===== config.mk =====
export PLATFORM = sky130hd
export DESIGN_NAME = varredura_matriz_leds_flat
export DESIGN_NICKNAME = d
export VERILOG_FILES = /design/src/rtl/matriz_pkg.sv /design/src/rtl/varredura_matriz_leds_if.sv /design/src/rtl/divisor_tick.sv /design/src/rtl/varredura_matriz_leds.sv /design/src/flat_wrapper.sv
export SDC_FILE = /design/constraint.sdc
export NUM_CORES = 1
export LEC_CHECK = 0
export CAP_MARGIN = 15
export CORE_ASPECT_RATIO = 2
export CORE_UTILIZATION = 57
export DETAILED_ROUTE_END_ITERATION = 16
export HOLD_SLACK_MARGIN = 0.03
export PLACE_DENSITY = 0.86
export SLEW_MARGIN = 20
export SYNTH_ARGS = -nofsm -noshare
export SYNTH_HDL_FRONTEND = slang
export SYNTH_SLANG_ARGS = --single-unit
export TNS_END_PERCENT = 10

===== constraint.sdc =====
create_clock -name clk -period 4.7 [get_ports clk]
set_input_delay 0.94 -clock clk [delete_from_list [all_inputs] [get_ports clk]]
set_output_delay 0.94 -clock clk [all_outputs]
set_load 0.01 [all_outputs]

===== src/rtl/matriz_pkg.sv =====
// Shared constants, scan states and pixel helpers for the 5x7 LED matrix scanner.
package matriz_pkg;

    localparam int unsigned NUM_COLS = 5;
    localparam int unsigned NUM_ROWS = 7;
    localparam int unsigned NUM_PIX  = 35;
    localparam int unsigned IDX_W    = $clog2(NUM_PIX);

    typedef enum logic [1:0] {
        ST_IDLE,
        ST_SCAN,
        ST_BLANK
    } estado_t;

    function automatic logic [IDX_W-1:0] pix_idx(input int unsigned r, input int unsigned c);
        return IDX_W'(r * NUM_COLS + c);
    endfunction

    // Active-low row bus for one column, taken straight from the active-low pixel vector.
    function automatic logic [NUM_ROWS-1:0] linhas_coluna(input logic [NUM_PIX-1:0] snap,
                                                          input logic [2:0]         c);
        logic [NUM_ROWS-1:0] l;
        l = '1;
        for (int unsigned r = 0; r < NUM_ROWS; r++) begin
            l[r] = snap[pix_idx(r, 32'(c))];
        end
        return l;
    endfunction

endpackage


===== src/rtl/varredura_matriz_leds_if.sv =====
// Pixel input / matrix drive bundle of the LED matrix scanner.
interface varredura_matriz_leds_if;
    import matriz_pkg::*;

    logic                en;
    logic [NUM_PIX-1:0]  N_m_at;
    logic [NUM_COLS-1:0] colunas;
    logic [NUM_ROWS-1:0] linhas;
    logic                frame_fim;

    modport master (output en, N_m_at, input colunas, linhas, frame_fim);
    modport slave  (input en, N_m_at, output colunas, linhas, frame_fim);

endinterface


===== src/rtl/divisor_tick.sv =====
// Modulo counter with synchronous clear and a runtime terminal value; tick on terminal count.
module divisor_tick #(
    parameter int unsigned W = 2
) (
    input  logic         clk,
    input  logic         rst,
    input  logic         clr_i,
    input  logic         en_i,
    input  logic [W-1:0] term_i,
    output logic         tick_o
);

    logic [W-1:0] cnt_q;

    assign tick_o = en_i && (cnt_q == term_i);

    always_ff @(posedge clk or posedge rst) begin
        if (rst) begin
            cnt_q <= '0;
        end else if (clr_i) begin
            cnt_q <= '0;
        end else if (en_i) begin
            cnt_q <= tick_o ? '0 : cnt_q + 1'b1;
        end
    end

endmodule


===== src/rtl/varredura_matriz_leds.sv =====
// Column-multiplexed 5x7 LED matrix scanner with per-frame snapshot of the pixel vector.
// Optional inter-column dead time enabled by defining VARREDURA_BLANK_EN.
module varredura_matriz_leds
    import matriz_pkg::*;
#(
    parameter int unsigned DIV   = 50000,
    parameter int unsigned BLANK = 16
) (
    input  logic                   clk,
    input  logic                   reset,
    varredura_matriz_leds_if.slave bus
);

    if (DIV < 2) begin : g_chk_div
        $error("DIV must be >= 2");
    end
    if (BLANK < 1) begin : g_chk_blank
        $error("BLANK must be >= 1");
    end

`ifdef VARREDURA_BLANK_EN
    localparam int unsigned PW = ($clog2(BLANK) > $clog2(DIV)) ? $clog2(BLANK) : $clog2(DIV);
`else
    localparam int unsigned PW = $clog2(DIV);
`endif

    estado_t             estado_q, estado_d;
    logic [2:0]          col_q, col_d;
    logic [NUM_PIX-1:0]  snap_q, snap_d;
    logic [NUM_COLS-1:0] colunas_q, colunas_d;
    logic [NUM_ROWS-1:0] linhas_q, linhas_d;
    logic                frame_fim_q, frame_fim_d;

    logic                tick;
    logic [PW-1:0]       term;
    logic                wrap;
    logic [2:0]          col_nxt;
    logic [NUM_PIX-1:0]  snap_nxt;

`ifdef VARREDURA_BLANK_EN
    assign term = (estado_q == ST_BLANK) ? PW'(BLANK - 1) : PW'(DIV - 1);
`else
    assign term = PW'(DIV - 1);
`endif

    divisor_tick #(.W(PW)) u_dwell (
        .clk    (clk),
        .rst    (reset),
        .clr_i  ((estado_q == ST_IDLE) || !bus.en),
        .en_i   (estado_q != ST_IDLE),
        .term_i (term),
        .tick_o (tick)
    );

    // Column advance; the snapshot refreshes only when column 4 wraps to 0.
    assign wrap     = (col_q == 3'd4);
    assign col_nxt  = wrap ? 3'd0 : col_q + 3'd1;
    assign snap_nxt = wrap ? bus.N_m_at : snap_q;

    always_comb begin
        estado_d    = estado_q;
        col_d       = col_q;
        snap_d      = snap_q;
        colunas_d   = colunas_q;
        linhas_d    = linhas_q;
        frame_fim_d = 1'b0;
        if (!bus.en) begin
            estado_d  = ST_IDLE;
            col_d     = '0;
            colunas_d = '0;
            linhas_d  = '1;
        end else begin
            case (estado_q)
                ST_IDLE: begin
                    estado_d  = ST_SCAN;
                    snap_d    = bus.N_m_at;
                    col_d     = '0;
                    colunas_d = 5'b00001;
                    linhas_d  = linhas_coluna(bus.N_m_at, 3'd0);
                end
                ST_SCAN: begin
                    if (tick) begin
`ifdef VARREDURA_BLANK_EN
                        estado_d  = ST_BLANK;
                        colunas_d = '0;
                        linhas_d  = '1;
`else
                        col_d       = col_nxt;
                        snap_d      = snap_nxt;
                        frame_fim_d = wrap;
                        colunas_d   = 5'b00001 << col_nxt;
                        linhas_d    = linhas_coluna(snap_nxt, col_nxt);
`endif
                    end
                end
`ifdef VARREDURA_BLANK_EN
                ST_BLANK: begin
                    if (tick) begin
                        estado_d    = ST_SCAN;
                        col_d       = col_nxt;
                        snap_d      = snap_nxt;
                        frame_fim_d = wrap;
                        colunas_d   = 5'b00001 << col_nxt;
                        linhas_d    = linhas_coluna(snap_nxt, col_nxt);
                    end
                end
`endif
                default: begin
                    estado_d  = ST_IDLE;
                    col_d     = '0;
                    colunas_d = '0;
                    linhas_d  = '1;
                end
            endcase
        end
    end

    always_ff @(posedge clk or posedge reset) begin
        if (reset) begin
            estado_q    <= ST_IDLE;
            col_q       <= '0;
            snap_q      <= '1;
            colunas_q   <= '0;
            linhas_q    <= '1;
            frame_fim_q <= 1'b0;
        end else begin
            estado_q    <= estado_d;
            col_q       <= col_d;
            snap_q      <= snap_d;
            colunas_q   <= colunas_d;
            linhas_q    <= linhas_d;
            frame_fim_q <= frame_fim_d;
        end
    end

    assign bus.colunas   = colunas_q;
    assign bus.linhas    = linhas_q;
    assign bus.frame_fim = frame_fim_q;

endmodule


===== src/flat_wrapper.sv =====
// flat-port wrapper written by rule: the top's interface ports become plain ports
module varredura_matriz_leds_flat import matriz_pkg::*;
#(
    parameter int unsigned DIV   = 50000,
    parameter int unsigned BLANK = 16
)
  (clk, reset, bus_en, bus_N_m_at, bus_colunas, bus_linhas, bus_frame_fim);
  varredura_matriz_leds_if bus_i ();
  input  logic clk;
  input  logic reset;
  input wire logic [$bits(bus_i.en)-1:0] bus_en;
  input wire logic [$bits(bus_i.N_m_at)-1:0] bus_N_m_at;
  output wire logic [$bits(bus_i.colunas)-1:0] bus_colunas;
  output wire logic [$bits(bus_i.linhas)-1:0] bus_linhas;
  output wire logic [$bits(bus_i.frame_fim)-1:0] bus_frame_fim;
  assign bus_i.en = bus_en;
  assign bus_i.N_m_at = bus_N_m_at;
  assign bus_colunas = bus_i.colunas;
  assign bus_linhas = bus_i.linhas;
  assign bus_frame_fim = bus_i.frame_fim;
  varredura_matriz_leds #(.DIV(DIV), .BLANK(BLANK)) u_core (.clk(clk), .reset(reset), .bus(bus_i));
endmodule

==> results.json <==
{
  "status": "finished, final reports clean",
  "power_leakage_nw": 2.15,
  "hold_depth": 1,
  "slew_viol_final": 0,
  "max_slew.worst_pin.slew_ns": 0.828,
  "crit_chain": "buf_4 > ha_1 > or3b_2 > and2_1 > clkinv_1 > ha_1 > a21oi_1 > a21oi_1 > or3_1 > a31o_2",
  "finalCritPeriodShare_pct": 74.6,
  "dpl.hpwl_mm": 7.77,
  "min_from": "u_core.u_dwell.cnt_q[0]",
  "worstSetupStartpointType": "flop",
  "synthFlopType": "dfstp_2",
  "hold_buffers": 0,
  "clockBufferDepth": 2,
  "dieHeight_um": 126,
  "drive_above_1_share_pct": 27.3,
  "dp.cells": 530,
  "io_buffers": 50,
  "synth-seq-cells": 68,
  "utilization_pct": 70.7,
  "drc": 0,
  "avgSynthCellArea_sq_um": 10.7,
  "skew_ns": 0.00755,
  "wl_mm": 10.6,
  "routedWlPerCell_um": 19.4,
  "clk_pin_slew_ns": 0.06,
  "nNetsFinal": 498,
  "worstPathArrival_ns": 3.78,
  "placed_area_sq_mm": 0.00489,
  "critPathMaxStageDelay_ns": 0.56,
  "ant_nets": 0,
  "post_cts_buffers": 0,
  "netlist_instances": 410,
  "reg2reg_depth": 10,
  "dp_slack_ns": 1.27,
  "cts_buffers": 9,
  "finalSetupViolations": 0,
  "grt_start_max_net_pins": 42,
  "hold_viol": 0,
  "die_area_sq_mm": 0.00804,
  "critPathRequiredTime_ns": 4.98,
  "yosysWarnings": 0,
  "cts_resized": 0,
  "crit_buf_inv": 2,
  "first_pass_iters": 4,
  "cts_root_buf": "clkbuf_16",
  "start_util_pct": 59.7,
  "path_delay_family": "simple AND/OR/NAND/NOR gates",
  "drv_cap": 0,
  "synth_most_common_cell": "dfstp_2",
  "whs_endpoint": "u_core.u_dwell.cnt_q[0]",
  "yosysSeqAreaShare_pct": 40.1,
  "antennaDiodeCount": 0,
  "cts_tree": "done",
  "p_total_mw": 1.62,
  "vias": 3348,
  "finalSetupTns_ns": 0,
  "synthTopCellsByArea": "dfstp_2 (25%), dfrtp_1 (15%), mux2_4 (10%)",
  "postSynthNetCount": 459,
  "synthesis.area_sq_mm": 0.00437,
  "cts_sinks": 68,
  "crit_slowest_cell": "and2_1",
  "synthTopCellsByCount": "dfstp_2 (42), mux2i_1 (36), nor2_1 (36), nand2_1 (34), mux2_4 (30)",
  "clk_latency_ns": 0.34,
  "io_pins": 51,
  "fin_ws_ns": 1.20,
  "synth_cell_types": 54,
  "path_class": "flop to flop",
  "grt.overflow.total": 0,
  "fin_crit_ns": 3.50,
  "coreArea_sq_mm": 0.00732,
  "hold_slack_ns": 0.464,
  "yosys.area.top_type_share_pct": 25.3,
  "max_clock_freq_ghz": 0.285,
  "syn_to_final_growth_pct": 18.4,
  "r2r-start": "u_core.col_q[0]",
  "drtIter0Drc": 190,
  "synth_top_area_cell": "dfstp_2",
  "hp-class": "flop to flop",
  "r2r_slack_ns": 1.20,
  "crit_fanout": 40,
  "gp_congestion": 0.912,
  "r2r-end": "u_core.bus.linhas[5]",
  "synth_async_sr_flop_share_pct": 100,
  "die_x_um": 63.9,
  "end_kind": "flop",
  "synth_edf_count": 0,
  "grt_pass1_wl_mm": 17.6,
  "rsz0062_at_grt": "false",
  "antenna_found_initial": 0,
  "finalInstanceArea_sq_mm": 0.00517,
  "viasPerCell": 6.13,
  "slew_headroom_pct": 44.7,
  "grt_usage_pct": 28.9,
  "p_per_area_mw_per_mm2": 312,
  "ir_worst_vdd_mv": 0.211,
  "htree_levels": 3,
  "grt_pass1_vias": 3610,
  "critical_path_depth": 10,
  "placementRows": 44,
  "final_cell_count_no_fill": 546
}
[worst max path at each step]
stage	start	to	slack (ns)
5_1_grt	u_core.col_q[0]	u_core.bus.linhas[3]	0.97
3_3_place_gp	u_core.col_q[0]	u_core.bus.linhas[5]	1.36
6_report	u_core.col_q[0]	u_core.bus.linhas[5]	1.20
2_1_floorplan	u_core.col_q[0]	u_core.bus.linhas[3]	1.26
4_1_cts	u_core.col_q[0]	u_core.bus.linhas[5]	1.24
3_5_place_dp	u_core.col_q[0]	u_core.bus.linhas[5]	1.27
[cell type report]
class,count,area [sq um]
Inverter,9,33.8
Clock buffer,15,278
Tap cell,92,115
Clock inverter,1,5.00
Fill cell,547,2150
Sequential cell,68,1750
Timing Repair Buffer,54,531
Multi-Input combinational cell,307,2460
[cells by family after synthesis]
| family | after synthesis | share of synthesized area [%] |
|---|---|---|
| simple gates | 122 | 13.6 |
| mux | 93 | 27.1 |
| flops | 68 | 40.1 |
| buf+inv | 35 | 3.61 |
| compound gates | 67 | 9.62 |
| xor+xnor | 14 | 2.81 |
| fa+ha+maj | 11 | 3.15 |
[metal layers]
| layer | wire, um | global-route usage (%) | share of wire, % |
|---|---|---|---|
| met1 | 3980 | 30.5 | 37 |
| met5 | 0 | 0 | 0 |
| met2 | 5770 | 51.1 | 54 |
| met4 | 476 | 17.9 | 4.5 |
| met3 | 391 | 5.89 | 3.7 |
[cells in the final DEF (no fill, tap or decap), types with 5 or more instances in the layout]
cell type and instances:
clkdlybuf4s50_1 50, dfstp_2 42, nor2_1 36, mux2i_1 36
nand2_1 34, mux2_4 30, dfrtp_1 26, a21oi_1 21
mux2_2 21, o21ai_0 18, nand3_1 13, ha_1 11
clkbuf_16 9, xor2_1 8, a211oi_1 8, inv_1 7
nand4_1 6, xnor2_1 6, mux4_2 6, nor4_1 5
[worst register-to-register path, delay by kind of cell (launching register included)]
family | cells | cell delay, ns
compound gates | 3 | 0.42
simple gates | 3 | 1.02
flops | 1 | 0.36
buf+inv | 2 | 0.91
fa+ha+maj | 2 | 0.72
[power breakdown]
group / switching (mW) / internal, mW / total, mW
sequential: 0.0469 / 0.674 / 0.721
clock: 0.241 / 0.400 / 0.640
combinational: 0.100 / 0.155 / 0.255
[state kept, by name, summed over array words and instances (netlist names)]
register	cells
u_core.estado_q	1
u_core.bus.linhas	7
u_core.bus.colunas	5
u_core.bus.frame_fim	1
u_core.col_q	3
u_core.u_dwell.cnt_q	16
u_core.snap_q	35
Note: power is estimated with default switching activity, not from simulation.
